==> src/rtl/adc_sequencer.sv <==
// Scan sequencer for an LTC2308-style SAR ADC: convst/sck/sdi generation, result capture,
// and one-frame pipeline realignment of channel and data toward the adder.
module adc_sequencer #(
    parameter int NCHANNELS    = 8,
    parameter int SCK_HALF     = 2,
    parameter int TCONV        = 80,
    parameter int FRAME_PERIOD = 200
) (
    input  logic        clk,
    input  logic        reset_n,
    input  logic        enable,
    input  logic [7:0]  channel_mask,
    input  logic        uni,
    output logic        adc_convst,
    output logic        adc_sck,
    output logic        adc_sdi,
    input  logic        adc_sdo,
    output logic [2:0]  channel,
    output logic [11:0] data,
    output logic        data_ready,
    output logic        busy
);
    localparam int FW = $clog2(FRAME_PERIOD + 1);
    localparam int TW = $clog2(TCONV + SCK_HALF + 1);
    localparam logic [7:0] CH_EN = 8'((9'd1 << NCHANNELS) - 9'd1);

    // IDLE off | CONVST 2-clk start pulse | CONV wait TCONV | SHIFT 12 sck | DONE load | WAIT frame gap
    typedef enum logic [2:0] {S_IDLE, S_CONVST, S_CONV, S_SHIFT, S_DONE, S_WAIT} state_t;

    state_t        state_q, state_d;
    logic [FW-1:0] frame_q, frame_d;
    logic [TW-1:0] tmr_q, tmr_d;
    logic [3:0]    bit_q, bit_d;
    logic          sck_q, sck_d;
    logic [11:0]   cfg_q, cfg_d;
    logic [11:0]   shift_q, shift_d;
    logic [2:0]    cur_ch_q, cur_ch_d;
    logic [2:0]    prev_ch_q, prev_ch_d;
    logic          prime_q, prime_d;
    logic [1:0]    dr_q, dr_d;
    logic [2:0]    channel_q, channel_d;
    logic [11:0]   data_q, data_d;
    logic          convst_q, busy_q;

    logic [7:0] mask_eff;
    logic [2:0] base, cand, next_ch;
    logic       found, start;

    always_comb begin
        mask_eff = channel_mask & CH_EN;
        base     = (state_q == S_IDLE) ? 3'd7 : cur_ch_q;
        next_ch  = base;
        cand     = '0;
        found    = 1'b0;
        for (int i = 1; i <= 8; i++) begin
            cand = base + 3'(i);
            if (!found && mask_eff[cand]) begin
                next_ch = cand;
                found   = 1'b1;
            end
        end
    end

    always_comb begin
        state_d   = state_q;
        frame_d   = (frame_q != '0) ? frame_q - 1'b1 : frame_q;
        tmr_d     = tmr_q;
        bit_d     = bit_q;
        sck_d     = sck_q;
        cfg_d     = cfg_q;
        shift_d   = shift_q;
        cur_ch_d  = cur_ch_q;
        prev_ch_d = prev_ch_q;
        prime_d   = prime_q;
        dr_d      = (dr_q != 2'd0) ? dr_q - 2'd1 : dr_q;
        channel_d = channel_q;
        data_d    = data_q;
        start     = 1'b0;
        case (state_q)
            S_IDLE: if (enable && mask_eff != 8'd0) start = 1'b1;
            S_CONVST: begin
                if (tmr_q == '0) begin
                    state_d = S_CONV;
                    tmr_d   = TW'(TCONV - 3);
                end else begin
                    tmr_d = tmr_q - 1'b1;
                end
            end
            S_CONV: begin
                if (tmr_q == '0) begin
                    state_d = S_SHIFT;
                    tmr_d   = TW'(SCK_HALF - 1);
                    bit_d   = 4'd0;
                    sck_d   = 1'b1;
                    shift_d = {shift_q[10:0], adc_sdo};
                end else begin
                    tmr_d = tmr_q - 1'b1;
                end
            end
            S_SHIFT: begin
                if (tmr_q != '0) begin
                    tmr_d = tmr_q - 1'b1;
                end else if (sck_q) begin
                    sck_d = 1'b0;
                    tmr_d = TW'(SCK_HALF - 1);
                    cfg_d = {cfg_q[10:0], 1'b0};
                end else if (bit_q == 4'd11) begin
                    state_d = S_DONE;
                end else begin
                    sck_d   = 1'b1;
                    tmr_d   = TW'(SCK_HALF - 1);
                    bit_d   = bit_q + 4'd1;
                    shift_d = {shift_q[10:0], adc_sdo};
                end
            end
            S_DONE: begin
                state_d = S_WAIT;
                prime_d = 1'b0;
                if (!prime_q) begin
                    channel_d = prev_ch_q;
                    data_d    = shift_q;
                    dr_d      = 2'd2;
                end
            end
            S_WAIT: begin
                // Leave only after the result strobe has finished.
                if (!enable) begin
                    if (dr_q <= 2'd1) begin
                        state_d = S_IDLE;
                        prime_d = 1'b1;
                    end
                end else if (frame_q == '0) begin
                    if (mask_eff != 8'd0) begin
                        start = 1'b1;
                    end else begin
                        state_d = S_IDLE;
                        prime_d = 1'b1;
                    end
                end
            end
            default: state_d = S_IDLE;
        endcase
        if (start) begin
            state_d   = S_CONVST;
            frame_d   = FW'(FRAME_PERIOD - 1);
            tmr_d     = TW'(1);
            prev_ch_d = cur_ch_q;
            cur_ch_d  = next_ch;
            cfg_d     = {1'b1, next_ch[0], next_ch[2], next_ch[1], uni, 7'b0};
        end
    end

    always_ff @(posedge clk or negedge reset_n) begin
        if (!reset_n) begin
            state_q   <= S_IDLE;
            frame_q   <= '0;
            tmr_q     <= '0;
            bit_q     <= 4'd0;
            sck_q     <= 1'b0;
            cfg_q     <= 12'd0;
            shift_q   <= 12'd0;
            cur_ch_q  <= 3'd7;
            prev_ch_q <= 3'd0;
            prime_q   <= 1'b1;
            dr_q      <= 2'd0;
            channel_q <= 3'd0;
            data_q    <= 12'd0;
            convst_q  <= 1'b0;
            busy_q    <= 1'b0;
        end else begin
            state_q   <= state_d;
            frame_q   <= frame_d;
            tmr_q     <= tmr_d;
            bit_q     <= bit_d;
            sck_q     <= sck_d;
            cfg_q     <= cfg_d;
            shift_q   <= shift_d;
            cur_ch_q  <= cur_ch_d;
            prev_ch_q <= prev_ch_d;
            prime_q   <= prime_d;
            dr_q      <= dr_d;
            channel_q <= channel_d;
            data_q    <= data_d;
            convst_q  <= (state_d == S_CONVST);
            busy_q    <= (state_d != S_IDLE);
        end
    end

    assign adc_convst = convst_q;
    assign adc_sck    = sck_q;
    assign adc_sdi    = cfg_q[11];
    assign channel    = channel_q;
    assign data       = data_q;
    assign data_ready = (dr_q != 2'd0);
    assign busy       = busy_q;
endmodule

==> config.mk <==
export PLATFORM = sky130hd
export DESIGN_NAME = adc_sequencer
export DESIGN_NICKNAME = d
export VERILOG_FILES = /design/src/rtl/adc_sequencer.sv
export SDC_FILE = /design/constraint.sdc
export NUM_CORES = 1
export LEC_CHECK = 0
export CORE_MARGIN = 2
export CORE_UTILIZATION = 45
export CTS_BUF_LIST = sky130_fd_sc_hd__clkbuf_16
export CTS_CLUSTER_SIZE = 14
export DETAILED_ROUTE_END_ITERATION = 12
export GPL_ROUTABILITY_DRIVEN = 1
export PLACE_DENSITY = 0.75
export SYNTH_ARGS = -nofsm -noshare
export SYNTH_HDL_FRONTEND = slang
export SYNTH_SLANG_ARGS = --single-unit
==> constraint.sdc <==
create_clock -name clk -period 4.65 [get_ports clk]
set_clock_uncertainty 0.1 [all_clocks]
set_input_delay 1.395 -clock clk [delete_from_list [all_inputs] [get_ports clk]]
set_output_delay 1.395 -clock clk [all_outputs]
set_load 0.02 [all_outputs]
==> results.md <==
- Critical Path End: cfg_q[9]$_DFFE_PN0P_
- CP required: 4.78 ns
- P_sw: 1.39 mW
- Worst vdd ir: 0.000409 V
- Synthesized instance count: 410
- Reg2Reg Depth: 11
- Synth Flop Type: dfrtp_1
- Sink Count: 66
- Largest net degree at the start of global routing: 39
- Post-synth top area share: 0.393
- Clk pwr share: 0.219
- Hold_buf cts: 0
- Post-route insts no fill: 549
- Flip-flop and latch count after synthesis: 66
- GRT Overall Usage: 0.198
- Synth area leaders: dfrtp_1 39%, mux2_2 8.0%, mux2i_1 4.3%
- Routed len/inst: 16.5 um
- CTS tree: yes
- Via count: 3234
- Die width: 97.7 um
- Final nets: 454
- CTS H-tree lvls: 3
- Worst hold slack: 0.368 ns
- CP startpoint kind: input pin
- Hpwl dp: 6.42 mm
- First-pass GRT wire length: 15.3 mm
- Switching Share: 0.422
- Crit end category: flip-flop
- Setup TNS: 0 ns
- Drt drc: 0
- Min-Delay Path Class: reg -> reg
- Initial antenna violation count: 0
- Overflow after GRT: 0
- EDFF count, synth: 0
- # IOs: 33
- Resized Gates After CTS: 0
- Worst reg2reg endpoint: cfg_q[10]$_DFFE_PN0P_
- R2R setup slack: 0.77 ns
- Pwr dens: 704 nW/um2
- Sequential power share: 0.283
- CP Max Fanout: 6
- Fill cell count: 752
- RSZ-0062 raised after global routing: false
- Core Util, Final: 0.542
- Starting Density: 0.458
- Die H: 97.7 um
- Via density: 5.89
- Clk Latency, worst-skew pair: 0.33 ns
- Slew Viols, Final: 0
- Vias in the first global route: 3119
- Clk root buf: clkbuf_16
- Leak: 2.05 nW
- # rows: 34
- Combinational power share: 0.498
- Cell Int Power: 1.91 mW
- Worst-path clk slew: 0.05 ns
- Die area: 9550 um2
- Core area: 8640 um2
- DRT antenna net count: 0
- Port buffer count: 32
- Clock Tree Buf Depth: 2
- Synth Warn #: 0
- DRT Pass-1 Iters: 4
- FMAX: 253 MHz
- Post-CTS Setup Bufs: 0
- Async S/R FF share, synth: 1.00
- Crit. Startpoint: channel_mask[3]
- Final instance area: 4680 um2
- Register area share after synthesis: 0.419
- CP Class: in -> reg
- Finish-stage setup viols: 0
- Overall Power: 3.29 mW
- Total length of routed wires: 9.05 mm
- N_diodes: 0
- Placer Congestion: 0.929
- Final Hold Vio Count: 0
- Setup slack at placement: 0.422 ns
- Rel. slew slack: 0.504
- Crit path time final: 3.95 ns
- Leading area contributor after synthesis: dfrtp_1
- Worst flop-to-flop path startpoint: state_q[2]$_DFF_PN0_
- Placed Cells: 533
- Final Cycle Share: 0.849
- Synthesis-to-finish area growth: 18.4%
- Avg Synthesized Cell Area: 9.64 um2
- Area of the mapped netlist: 3950 um2
- Placed inst area: 4360 um2
- Worst-Margin Slew: 0.743 ns
- Critical path data arrival time: 4.08 ns
- Status: completed
- Synth cell types: 61
- Max-cap violations: 0
- Ratio of cells with drive above 1 in the final layout: 0.156
- Initial drt markers: 297
- Syn nets: 428
- CTS Buf Count: 9
- Setup ws final: 0.702 ns
==> layer usage <==
layer  wire [um]  global-route usage  part of all wire
met5           0                   0                 0
met4         129              0.0673             0.014
met3         404              0.0353             0.045
met2        4230               0.306              0.47
met1        4290               0.284              0.47
==> area by class of cell <==
cell class                      count  area, um2  share of cell area
Multi-Input combinational cell    308       2150               0.460
Sequential cell                    66       1660               0.354
Timing Repair Buffer               39        368              0.0787
Clock buffer                        9        225              0.0482
Tap cell                          108        135              0.0289
Clock inverter                      7       93.8              0.0201
Inverter                           12       45.0             0.00963
==> layout by cell type (no fill, tap or decap), drive strengths merged, types with 4 or more instances in the layout <==
| master | count |
|---|---|
| dfrtp | 62 |
| mux2i | 17 |
| nor4 | 7 |
| a21o | 4 |
| o21ai | 26 |
| or3 | 8 |
| mux2 | 28 |
| nor2 | 27 |
| nor3 | 9 |
| inv | 14 |
| o31ai | 4 |
| ha | 5 |
| buf | 8 |
| and3 | 7 |
| a211oi | 11 |
| nand2 | 40 |
| xnor2 | 5 |
| clkbuf | 9 |
| and2 | 8 |
| clkdlybuf4s50 | 31 |
| or4 | 4 |
| o211ai | 5 |
| nand2b | 6 |
| nor3b | 6 |
| dfstp | 4 |
| a21oi | 17 |
| nand3 | 10 |
| nor2b | 8 |
==> worst min path at each step <==
stage | startpoint | end | slack [ns] | cells after the start
6_report | dr_q[0]$_DFF_PN0_ | dr_q[0]$_DFF_PN0_ | 0.37 | 1
5_1_grt | dr_q[0]$_DFF_PN0_ | dr_q[0]$_DFF_PN0_ | 0.42 | 1
2_1_floorplan | dr_q[0]$_DFF_PN0_ | dr_q[0]$_DFF_PN0_ | 0.32 | 1
3_5_place_dp | prev_ch_q[0]$_DFFE_PN0N_ | prev_ch_q[0]$_DFFE_PN0N_ | 0.37 | 2
3_3_place_gp | dr_q[0]$_DFF_PN0_ | dr_q[0]$_DFF_PN0_ | 0.34 | 1
4_1_cts | prev_ch_q[0]$_DFFE_PN0N_ | prev_ch_q[0]$_DFFE_PN0N_ | 0.38 | 2
==> worst max-delay path, stage by stage <==
cell and delay, ns:
clkdlybuf4s50_1 0.57, nor2b_1 0.19, o21ai_0 0.14, a211oi_1 0.60
o21ai_0 0.26, or3b_1 0.42, a21boi_1 0.18, a211oi_2 0.07
a221oi_2 0.24
==> cells in the mapped netlist, types with 3 or more instances <==
master / count
o221ai_1: 3
or2_2: 3
nor2b_1: 8
nor2_1: 27
a21oi_1: 17
xnor2_1: 5
nor4_1: 7
dfrtp_1: 62
ha_1: 5
o211ai_1: 5
buf_2: 7
o21ai_0: 23
inv_1: 12
mux2i_1: 17
nor3_1: 9
nand3_1: 10
nand2_1: 40
o21a_1: 3
or4_1: 4
xor2_1: 3
o31ai_1: 4
o22a_1: 3
nand2b_1: 6
or3_1: 8
a211oi_1: 10
mux2_2: 28
and3_1: 6
clkbuf_1: 14
a21o_1: 4
o21ai_1: 3
and2_1: 8
nor3b_1: 6
dfstp_2: 4
==> kinds of logic (layout without fill, tap and decap cells) <==
kind of cell,after synthesis,in the layout,synth area share
mux,47,47,0.134
simple gates,153,153,0.205
compound gates,95,95,0.169
xor+xnor,8,8,0.0177
buf+inv,36,67,0.0383
fa+ha+maj,5,5,0.0158
flops,66,66,0.419
==> state kept, by name, indices dropped and copies added (netlist names) <==
signal      flops
cfg_q           5
dr_q            2
prime_q         1
adc_sck         1
state_q         3
channel         3
cur_ch_q        3
busy            1
adc_convst      1
prev_ch_q       3
data           12
tmr_q           7
frame_q         8
bit_q           4
shift_q        12
==> power by group through the flow <==
stage | Clock, mW | Combinational, mW | Sequential (mW)
floorplan | 0 | 1.30 | 0.858
global placement | 0 | 1.59 | 0.925
detailed placement | 0 | 1.62 | 0.933
CTS | 0.731 | 1.63 | 0.928
global route | 0.759 | 1.82 | 0.959
finish | 0.721 | 1.64 | 0.932
No activity file was read; power rests on OpenSTA's default activity.
